File: src/rtl/spi_target_rx_if.sv
// spi_target_rx_if: bundles the SPI pins and the register-file port of
// spi_target_rx.
//   slave  modport : the SPI target (spi_target_rx) side
//   master modport : the SPI host / register-file side (bench or parent)
// Signals:
//   spi_sclk, spi_mosi, spi_cs_n : SPI pins from the host
//   spi_miso                     : SPI read data to the host
//   wr_en, wr_addr, wr_data      : register-file write strobe, address, data
//   rd_req, rd_addr, rd_data     : register-file read request, address, data
//   frame_err                    : one-cycle pulse on a malformed frame
//   busy                         : frame in progress
interface spi_target_rx_if #(
  parameter int DATA_W = 32
);
  logic              spi_sclk;
  logic              spi_mosi;
  logic              spi_cs_n;
  logic              spi_miso;
  logic              wr_en;
  logic [6:0]        wr_addr;
  logic [DATA_W-1:0] wr_data;
  logic              rd_req;
  logic [6:0]        rd_addr;
  logic [DATA_W-1:0] rd_data;
  logic              frame_err;
  logic              busy;

  modport slave (
    input  spi_sclk, spi_mosi, spi_cs_n, rd_data,
    output spi_miso, wr_en, wr_addr, wr_data, rd_req, rd_addr, frame_err, busy
  );

  modport master (
    output spi_sclk, spi_mosi, spi_cs_n, rd_data,
    input  spi_miso, wr_en, wr_addr, wr_data, rd_req, rd_addr, frame_err, busy
  );
endinterface

File: src/rtl/spi_target_rx.sv
// spi_target_rx: SPI mode-0 target front end. Oversamples sclk/mosi/cs_n on
// clk, deserialises 8-bit address + DATA_W-bit data frames (MSB first),
// issues one-cycle register writes and, for read frames, shifts register
// data out on spi_miso.
// Ports:
//   clk    : system clock (sclk must be <= clk/8)
//   rst_n  : asynchronous active-low reset
//   bus    : spi_target_rx_if.slave (SPI pins + register-file port)
// Build option:
//   SPI_READBACK_EN : when defined, address bit 7 = 1 frames are served as
//                     reads; when undefined they are received and dropped,
//                     rd_req and spi_miso stay 0.
module spi_target_rx #(
  parameter int SYNC_STAGES = 2,
  parameter int DATA_W      = 32
) (
  input  logic            clk,
  input  logic            rst_n,
  spi_target_rx_if.slave  bus
);
  localparam int FRAME_BITS = 8 + DATA_W;
  localparam int CNT_W      = $clog2(FRAME_BITS + 2);
  localparam logic [CNT_W-1:0] CNT_ONE       = CNT_W'(1);
  localparam logic [CNT_W-1:0] CNT_ADDR_LAST = CNT_W'(7);
  localparam logic [CNT_W-1:0] CNT_DATA_LAST = CNT_W'(FRAME_BITS - 1);
  localparam logic [CNT_W-1:0] CNT_FRAME     = CNT_W'(FRAME_BITS);

  typedef enum logic [1:0] {IDLE, ADDR, DATA, DONE} state_t;

  // Input synchronisers plus one extra copy for edge detection
  logic [SYNC_STAGES-1:0] sclk_sync, mosi_sync, cs_sync;
  logic                   sclk_dly, cs_dly;

  always_ff @(posedge clk or negedge rst_n) begin
    if (!rst_n) begin
      sclk_sync <= '0;
      mosi_sync <= '0;
      cs_sync   <= '1;
      sclk_dly  <= 1'b0;
      cs_dly    <= 1'b1;
    end else begin
      sclk_sync <= {sclk_sync[SYNC_STAGES-2:0], bus.spi_sclk};
      mosi_sync <= {mosi_sync[SYNC_STAGES-2:0], bus.spi_mosi};
      cs_sync   <= {cs_sync[SYNC_STAGES-2:0], bus.spi_cs_n};
      sclk_dly  <= sclk_sync[SYNC_STAGES-1];
      cs_dly    <= cs_sync[SYNC_STAGES-1];
    end
  end

  logic sclk_s, mosi_s, cs_s;
  logic sclk_en, sclk_rise, cs_fall, cs_rise;

  assign sclk_s  = sclk_sync[SYNC_STAGES-1];
  assign mosi_s  = mosi_sync[SYNC_STAGES-1];
  assign cs_s    = cs_sync[SYNC_STAGES-1];
  // sclk is still honoured on the cycle cs_n rises, so a final bit that
  // lands together with cs_n release is counted.
  assign sclk_en   = ~(cs_s & cs_dly);
  assign sclk_rise = sclk_en & sclk_s & ~sclk_dly;
  assign cs_fall   = ~cs_s & cs_dly;
  assign cs_rise   = cs_s & ~cs_dly;

  // Frame FSM
  state_t            state, state_nxt;
  logic [CNT_W-1:0]  bit_cnt, cnt_nxt;
  logic [DATA_W-1:0] rx_shift, rx_word;
  logic              shift_en, addr_done, data_done, frame_bad;
  logic              is_read;
  logic [6:0]        addr_lo;

  assign rx_word = {rx_shift[DATA_W-2:0], mosi_s};

  always_ff @(posedge clk or negedge rst_n) begin
    if (!rst_n) state <= IDLE;
    else        state <= state_nxt;
  end

  always_comb begin
    state_nxt = state;
    cnt_nxt   = bit_cnt;
    shift_en  = 1'b0;
    addr_done = 1'b0;
    data_done = 1'b0;
    case (state)
      IDLE: if (cs_fall) state_nxt = ADDR;
      ADDR: if (sclk_rise) begin
        shift_en = 1'b1;
        cnt_nxt  = bit_cnt + CNT_ONE;
        if (bit_cnt == CNT_ADDR_LAST) begin
          addr_done = 1'b1;
          state_nxt = DATA;
        end
      end
      DATA: if (sclk_rise) begin
        shift_en = 1'b1;
        cnt_nxt  = bit_cnt + CNT_ONE;
        if (bit_cnt == CNT_DATA_LAST) begin
          data_done = 1'b1;
          state_nxt = DONE;
        end
      end
      // Only tracks over-length; the count saturates at FRAME_BITS+1.
      DONE: if (sclk_rise && bit_cnt == CNT_FRAME) cnt_nxt = bit_cnt + CNT_ONE;
      default: state_nxt = IDLE;
    endcase
    if (cs_rise) state_nxt = IDLE;
  end

  assign frame_bad = cs_rise && (cnt_nxt != '0) && (cnt_nxt != CNT_FRAME);

  // Receive datapath and write port
  logic              busy_r, frame_err_r, wr_en_r;
  logic [6:0]        wr_addr_r;
  logic [DATA_W-1:0] wr_data_r;

  always_ff @(posedge clk or negedge rst_n) begin
    if (!rst_n) begin
      bit_cnt     <= '0;
      rx_shift    <= '0;
      is_read     <= 1'b0;
      addr_lo     <= '0;
      busy_r      <= 1'b0;
      frame_err_r <= 1'b0;
      wr_en_r     <= 1'b0;
      wr_addr_r   <= '0;
      wr_data_r   <= '0;
    end else begin
      wr_en_r     <= 1'b0;
      frame_err_r <= frame_bad;
      if (state == IDLE && cs_fall) begin
        bit_cnt  <= '0;
        rx_shift <= '0;
        is_read  <= 1'b0;
        busy_r   <= 1'b1;
      end else begin
        bit_cnt <= cnt_nxt;
        if (shift_en) rx_shift <= rx_word;
      end
      if (addr_done) begin
        is_read <= rx_word[7];
        addr_lo <= rx_word[6:0];
      end
      if (data_done && !is_read) begin
        wr_en_r   <= 1'b1;
        wr_addr_r <= addr_lo;
        wr_data_r <= rx_word;
      end
      if (cs_rise) begin
        bit_cnt <= '0;
        busy_r  <= 1'b0;
      end
    end
  end

  assign bus.wr_en     = wr_en_r;
  assign bus.wr_addr   = wr_addr_r;
  assign bus.wr_data   = wr_data_r;
  assign bus.frame_err = frame_err_r;
  assign bus.busy      = busy_r;

`ifdef SPI_READBACK_EN
  // Read request, then load/shift of the transmit register
  logic              sclk_fall;
  logic              rd_req_r, ld_tx, miso_r;
  logic [6:0]        rd_addr_r;
  logic [DATA_W-1:0] tx_shift;

  assign sclk_fall = sclk_en & ~sclk_s & sclk_dly;

  always_ff @(posedge clk or negedge rst_n) begin
    if (!rst_n) begin
      rd_req_r  <= 1'b0;
      rd_addr_r <= '0;
      ld_tx     <= 1'b0;
      tx_shift  <= '0;
      miso_r    <= 1'b0;
    end else begin
      rd_req_r <= addr_done & rx_word[7] & ~cs_rise;
      if (addr_done && rx_word[7]) rd_addr_r <= rx_word[6:0];
      ld_tx <= rd_req_r;
      if (cs_rise) begin
        ld_tx  <= 1'b0;
        miso_r <= 1'b0;
      end else if (ld_tx && state == DATA) begin
        tx_shift <= bus.rd_data;
        miso_r   <= bus.rd_data[DATA_W-1];
      // The falling edge right after the address byte precedes the first
      // data-phase sample, so the loaded MSB must not be shifted away there.
      end else if (sclk_fall && state == DATA && is_read && bit_cnt > CNT_ADDR_LAST + CNT_ONE) begin
        tx_shift <= {tx_shift[DATA_W-2:0], 1'b0};
        miso_r   <= tx_shift[DATA_W-2];
      end
    end
  end

  assign bus.rd_req   = rd_req_r;
  assign bus.rd_addr  = rd_addr_r;
  assign bus.spi_miso = miso_r;
`else
  logic unused_rd_data;
  assign unused_rd_data = ^bus.rd_data;
  assign bus.rd_req     = 1'b0;
  assign bus.rd_addr    = '0;
  assign bus.spi_miso   = 1'b0;
`endif

endmodule
File: src/flat_wrapper.sv
// flat-port wrapper written by rule: the top's interface ports become plain ports
module spi_target_rx_flat 
#(
  parameter int SYNC_STAGES = 2,
  parameter int DATA_W      = 32
)
  (clk, rst_n, bus_spi_sclk, bus_spi_mosi, bus_spi_cs_n, bus_rd_data, bus_spi_miso, bus_wr_en, bus_wr_addr, bus_wr_data, bus_rd_req, bus_rd_addr, bus_frame_err, bus_busy);
  spi_target_rx_if #(.DATA_W(DATA_W)) bus_i ();
  input  logic clk;
  input  logic rst_n;
  input wire logic [$bits(bus_i.spi_sclk)-1:0] bus_spi_sclk;
  input wire logic [$bits(bus_i.spi_mosi)-1:0] bus_spi_mosi;
  input wire logic [$bits(bus_i.spi_cs_n)-1:0] bus_spi_cs_n;
  input wire logic [$bits(bus_i.rd_data)-1:0] bus_rd_data;
  output wire logic [$bits(bus_i.spi_miso)-1:0] bus_spi_miso;
  output wire logic [$bits(bus_i.wr_en)-1:0] bus_wr_en;
  output wire logic [$bits(bus_i.wr_addr)-1:0] bus_wr_addr;
  output wire logic [$bits(bus_i.wr_data)-1:0] bus_wr_data;
  output wire logic [$bits(bus_i.rd_req)-1:0] bus_rd_req;
  output wire logic [$bits(bus_i.rd_addr)-1:0] bus_rd_addr;
  output wire logic [$bits(bus_i.frame_err)-1:0] bus_frame_err;
  output wire logic [$bits(bus_i.busy)-1:0] bus_busy;
  assign bus_i.spi_sclk = bus_spi_sclk;
  assign bus_i.spi_mosi = bus_spi_mosi;
  assign bus_i.spi_cs_n = bus_spi_cs_n;
  assign bus_i.rd_data = bus_rd_data;
  assign bus_spi_miso = bus_i.spi_miso;
  assign bus_wr_en = bus_i.wr_en;
  assign bus_wr_addr = bus_i.wr_addr;
  assign bus_wr_data = bus_i.wr_data;
  assign bus_rd_req = bus_i.rd_req;
  assign bus_rd_addr = bus_i.rd_addr;
  assign bus_frame_err = bus_i.frame_err;
  assign bus_busy = bus_i.busy;
  spi_target_rx #(.SYNC_STAGES(SYNC_STAGES), .DATA_W(DATA_W)) u_core (.clk(clk), .rst_n(rst_n), .bus(bus_i));
endmodule
File: config.mk
export PLATFORM = sky130hd
export DESIGN_NAME = spi_target_rx_flat
export DESIGN_NICKNAME = d
export VERILOG_FILES = /design/src/rtl/spi_target_rx_if.sv /design/src/rtl/spi_target_rx.sv /design/src/flat_wrapper.sv
export SDC_FILE = /design/constraint.sdc
export NUM_CORES = 1
export LEC_CHECK = 0
export ABC_AREA = 0
export BUFFER_PORTS_ARGS = -buffer_cell sky130_fd_sc_hd__buf_2
export CORE_UTILIZATION = 40
export DETAILED_ROUTE_END_ITERATION = 8
export SLEW_MARGIN = 20
export SYNTH_ARGS = -nofsm -noshare
export SYNTH_HDL_FRONTEND = slang
export SYNTH_SLANG_ARGS = --single-unit
File: constraint.sdc
create_clock -name clk -period 4.6 [get_ports clk]
set_input_delay 0.46 -clock clk [delete_from_list [all_inputs] [get_ports clk]]
set_output_delay 0.46 -clock clk [all_outputs]
set_load 0.01 [all_outputs]
Word level (Yosys, flattened, before mapping). Index checks and enable logic that the tools add are counted.

Register bits after elaboration: 97. Input bits: 37. Output and inout bits: 51. Word-level logic and storage cells: 78.

Add/sub/neg operators: 1. Eq/ne operators: 12. Multiplexer cells: 27. Bitwise operators: 9. Reduce and logical (&&, ||, !) cells: 14.

Operators with widths (count): 31-bit two-way mux (2); 6-bit two-way mux (4); 3-bit by 1-bit inequality test with 1-bit output, second input constant (5); 1-bit two-way mux (13); 6-bit equality test, second input constant (2); 2-bit two-way mux (6); 6-bit one-hot mux with 2 select lines (1); 6-bit by 1-bit adder with 6-bit output, second input constant (1); 6-bit by 3-bit equality test with 1-bit output, second input constant (1); 6-bit inequality test, second input constant (1); 2-bit one-hot mux with 3 select lines (1); 6-bit AND reduction (1); 2-bit nonzero test (3); 6-bit nonzero test (1); 1-bit AND (5); 1-bit logical AND (5); 2-bit equality test, second input constant (2); 1-bit inverter (4); 4-bit nonzero test (1); 2-bit by 1-bit equality test with 1-bit output, second input constant (1); 2-bit zero test (1); 2-bit OR reduction (1); 1-bit zero test (1).

Logic depth before layout (Yosys ltp).
Depth after elaboration: 10. Gate-level depth with buffers: 9. Depth with buffers taken out: 8.

Worst setup path before layout. OpenSTA, ideal clock, no wires.

Path type: reg2reg. Start: register u_core.state[0]. End: register u_core.frame_err_r, in the netlist u_core.bus.frame_err. Library setup time: 126 ps. Data arrival time: 1936 ps. Data required time: 4474 ps. Path slack: 2538 ps. Cell stages (with the launch flop): 9. Buffers on the path: 1. Clock period less this slack: 2062 ps. Path through: dfrtp_1 -> inv_1 -> ha_1 -> clkbuf_1 -> or2_2 -> o32a_4 -> or3_1 -> a221oi_2 -> a21oi_1.

Word-level cells in the longest chain between the ends: 6. Elaborated cells between the ends (all ways): 9. Those cells by class: 4 x eq/ne; 1 x mux; 4 x reduce/logical.

RTL lines: start: declaration (RTL line spi_target_rx.sv:64) `state_t state, state_nxt;`; start signal: assignment (RTL line spi_target_rx.sv:75) `else state <= state_nxt;`; 2-bit by 1-bit equality test with 1-bit output or 2-bit equality test (tied branches) (RTL line spi_target_rx.sv:84) `case (state)`; 2-bit OR reduction (no line); 6-bit one-hot mux with 2 select lines (*) (RTL line spi_target_rx.sv:84); 6-bit nonzero test (RTL line spi_target_rx.sv:109) `assign frame_bad = cs_rise && (cnt_nxt != '0) && (cnt_nxt != CNT_FRAME);`; 1-bit logical AND (RTL line spi_target_rx.sv:109); 1-bit logical AND (*) (RTL line spi_target_rx.sv:109); named net u_core.frame_bad (RTL line spi_target_rx.sv:67) `logic shift_en, addr_done, data_done, frame_bad;`; end signal: assignment (RTL line spi_target_rx.sv:129) `frame_err_r <= frame_bad;`; end: declaration (RTL line spi_target_rx.sv:112) `logic busy_r, frame_err_r, wr_en_r;`.

Mark *: on every way through the listed nets, which the timed path passes. The rest lies on a longest branch. A chain may end at the register's enable or synchronous reset.

Worst setup path in the final report.
Start: register u_core.sclk_sync[1]. End: register u_core.wr_data_r[28], in the netlist u_core.bus.wr_data[28].

Word-level cells in the longest chain between the ends: 5.

RTL lines: start: declaration (RTL line spi_target_rx.sv:31) `logic [SYNC_STAGES-1:0] sclk_sync, mosi_sync, cs_sync;`; start signal: assignment (RTL line spi_target_rx.sv:42) `sclk_sync <= {sclk_sync[SYNC_STAGES-2:0], bus.spi_sclk};`; 1-bit AND (2 in a row) (RTL line spi_target_rx.sv:59) `assign sclk_rise = sclk_en & sclk_s & ~sclk_dly;`; 1-bit two-way mux (RTL line spi_target_rx.sv:94) `DATA: if (sclk_rise) begin`; 1-bit two-way mux (RTL line spi_target_rx.sv:84); 1-bit logical AND (RTL line spi_target_rx.sv:143) `if (data_done && !is_read) begin`; end signal: assignment (RTL line spi_target_rx.sv:146) `wr_data_r <= rx_word;`; end: declaration (RTL line spi_target_rx.sv:114) `logic [DATA_W-1:0] wr_data_r;`.

No other way between the ends.

==> results.json <==
{
  "top_level_ports": 88,
  "syn_area_um2": 4074,
  "rows": 36,
  "antenna_found_initial": 0,
  "p_per_area_nw_per_um2": 377.2,
  "r2r-end": "u_core.bus.wr_data[28]$_DFFE_PN0P_",
  "min_period_over_period": 0.5230,
  "synth_mux_area_frac": 0.1321,
  "gr-total-overflow": 0,
  "cts_resized": 0,
  "synth_simple_gate_area_frac": 0.1244,
  "worst_pin_slew_ns": 1.029,
  "synth_cell_types": 43,
  "rsz0062_at_grt": "no",
  "finClkSkew_ns": 0.01827,
  "port_buffers": 46,
  "crit_required_ns": 4.83,
  "p_int_w": 0.001189,
  "yosys.area_share.adder": 0.01843,
  "ys_seq_area_frac": 0.5967,
  "post-cts-setup-buffers": 0,
  "wire_per_inst_um": 13.49,
  "dieArea_um2": 10590,
  "cts_made_buffers": 9,
  "start_util": 0.4149,
  "path_cells": "nor2b_1, nand3_2, nor4b_4, buf_4, mux2_2",
  "wl_um": 7205,
  "slowest_delay_ns": 0.49,
  "htree_levels": 3,
  "path_clk_slew_ns": 0.10,
  "layout_commonest_cell": "dfrtp_1",
  "first_iter_violations": 134,
  "holdCritPathClass": "input pin to asynchronous set/reset pin",
  "rrSetupSlack_ns": 2.19,
  "clkSinkCount": 97,
  "worstSetupStartpointType": "flop",
  "synth_compound_area_frac": 0.08108,
  "cp_max_fo": 35,
  "routed_via_density": 4.890,
  "clk_latency_ns": 0.36,
  "power_switching_w": 0.0005431,
  "dp_hpwl_um": 4812,
  "comb_power_share": 0.180,
  "arrival_ns": 2.64,
  "ir_drop_v": 0.0001390,
  "setup-violations-final": 0,
  "drive_above_1_share": 0.2668,
  "drt_pre_antenna_iters": 4,
  "mostFrequentLayoutCells": "94 x dfrtp_1, 74 x nand2_1, 45 x buf_2",
  "swShare": 0.3135,
  "hold_violations": 0,
  "post-synth-top-area-fraction": 0.5774,
  "nNetsFinal": 439,
  "instances_no_fill": 534,
  "setup_tns_ns": 0,
  "fp.dieW_um": 102.9,
  "yosys.area.top_type": "dfrtp_1",
  "fp.coreArea_um2": 9819,
  "synth_cells": 354,
  "die_h_um": 102.9,
  "slowest_stage": "buf_4",
  "syn2layout_area_growth_pct": 12.71,
  "gp_congestion": 0.8142,
  "placedCellCount": 518,
  "clkPwrFrac": 0.300,
  "yosysWarnings": 0,
  "worstSetupPathType": "flop to flop",
  "synthXorXnorAreaFrac": 0.004300,
  "ff2ff_path_depth": 5,
  "ant_nets": 0,
  "fmax_ghz": 0.4157,
  "hold_ws_ns": 0.1371,
  "grt_max_degree": 57,
  "pwr-share-seq": 0.520,
  "hold_buffers": 0,
  "p_leak_nw": 2.294,
  "cts_tree": "yes",
  "async_flop_share": 1.000,
  "synth_top_family_by_area": "multiplexers",
  "cts_buffer_depth": 2,
  "r2r-start": "u_core.sclk_sync[1]$_DFF_PN0_",
  "maxCapViolCount": 0,
  "cts-root-buf": "clkbuf_8",
  "grt_first_pass_wirelength_um": 12230,
  "slew_violations": 0,
  "synth.avg_cell_area_um2": 11.51,
  "vias": 2611,
  "ys_ff_latch": 97,
  "synth_enable_flop_cells": 0,
  "grt_use_total": 0.1518,
  "synth_top_flop_cell": "dfrtp_1",
  "period_needed_ns": 2.406,
  "antenna_cells": 0,
  "route.detailed.drc": 0,
  "end_kind": "flop",
  "max-slew-margin-rel": 0.3121,
  "yosys-top-cells-area": "dfrtp_1 58%, mux2_2 8.3%, nand2_1 6.8%",
  "status": "completed",
  "grt_pass1_vias": 2476
}
power by group through the flow:
stage	logic, W	clock network [W]	registers, W
final	0.000312	0.000519	0.000902
after global routing	0.000354	0.000574	0.000905
after CTS	0.000316	0.000534	0.000902
after detailed placement	0.000314	0	0.000919
after global placement	0.000309	0	0.000915
after floorplan	0.000234	0	0.000913
synthesized netlist by cell type, types with 3 or more instances:
master,instances
dfstp_2,3
nand3b_1,4
clkbuf_1,13
dfrtp_1,94
nor3_1,4
inv_1,8
ha_1,6
nand2_1,74
a21oi_1,39
buf_2,5
mux2_1,16
nor2b_1,4
nand3_1,4
nor2_1,7
o21ai_0,4
mux2_2,30
buf_4,9
state kept, by name (all words and copies together), names as in the netlist, 2 cells and up:
signal	flops
u_core.sclk_sync	2
u_core.rx_shift	31
u_core.bus.wr_data	32
u_core.state	2
u_core.bus.wr_addr	7
u_core.bit_cnt	6
u_core.cs_sync	2
u_core.mosi_sync	2
u_core.addr_lo	7
worst max-delay path, delay by kind of cell, from the launching register on:
kind	cells	cell delay (ns)
buffers and inverters	1	0.49
and+or+nand+nor	3	1.03
muxes	1	0.38
DFF	1	0.35
area by class of cell:
type                    count  area [um^2]
well taps                 133        166.4
repair buffers             50        262.8
multi-input cells         230         1513
inverters                   8        30.03
clock buffers               9        123.9
fillers                   978         5228
flip-flops and latches     97         2431
clock inverters             7        65.06
worst max path at each step:
stage	slack [ns]	from	endpoint	depth (start not counted)
2_1_floorplan	2.54	u_core.state[0]$_DFFE_PN0P_	u_core.bus.frame_err$_DFF_PN0_	8
3_3_place_gp	2.21	u_core.sclk_dly$_DFF_PN0_	u_core.bus.wr_data[12]$_DFFE_PN0P_	5
3_5_place_dp	2.13	u_core.sclk_sync[1]$_DFF_PN0_	u_core.bus.wr_data[17]$_DFFE_PN0P_	5
4_1_cts	2.13	u_core.sclk_sync[1]$_DFF_PN0_	u_core.bus.wr_data[28]$_DFFE_PN0P_	5
5_1_grt	2.05	u_core.sclk_sync[1]$_DFF_PN0_	u_core.bus.wr_data[28]$_DFFE_PN0P_	5
6_report	2.19	u_core.sclk_sync[1]$_DFF_PN0_	u_core.bus.wr_data[28]$_DFFE_PN0P_	5
stage by stage:
| stage | power [W] | worst slack [ns] | utilization | area (um^2) |
|---|---|---|---|---|
| floorplan | 0.001146 | 2.538 | - | 4104 |
| global placement | 0.001225 | 2.212 | 0.4484 | 4403 |
| detailed placement | 0.001233 | 2.128 | 0.4484 | 4403 |
| CTS | 0.001752 | 2.126 | 0.4676 | 4592 |
| global route | 0.001833 | 2.048 | 0.4676 | 4592 |
| finish | 0.001732 | 2.194 | 0.4676 | 4592 |
cells by family (layout without fill, tap and decap cells):
family / after synthesis / count (layout)
and+or+nand+nor: 110 / 110
DFF: 97 / 97
AOI/OAI and AO/OA: 55 / 55
muxes: 48 / 48
buffers and inverters: 35 / 74
adders and majority gates: 6 / 6
xor gates and xnor gates: 2 / 2
other: 1 / 9
layer usage:
metal / global-route usage / share of wire / up-vias
li1: - / - / 1271
met1: 0.2149 / 0.48 / 1283
met2: 0.2323 / 0.48 / 50
met3: 0.03322 / 0.034 / 7
met4: 0.05092 / 0.011 / 0
met5: 0 / 0 / -
No activity file was read; power rests on OpenSTA's default activity.
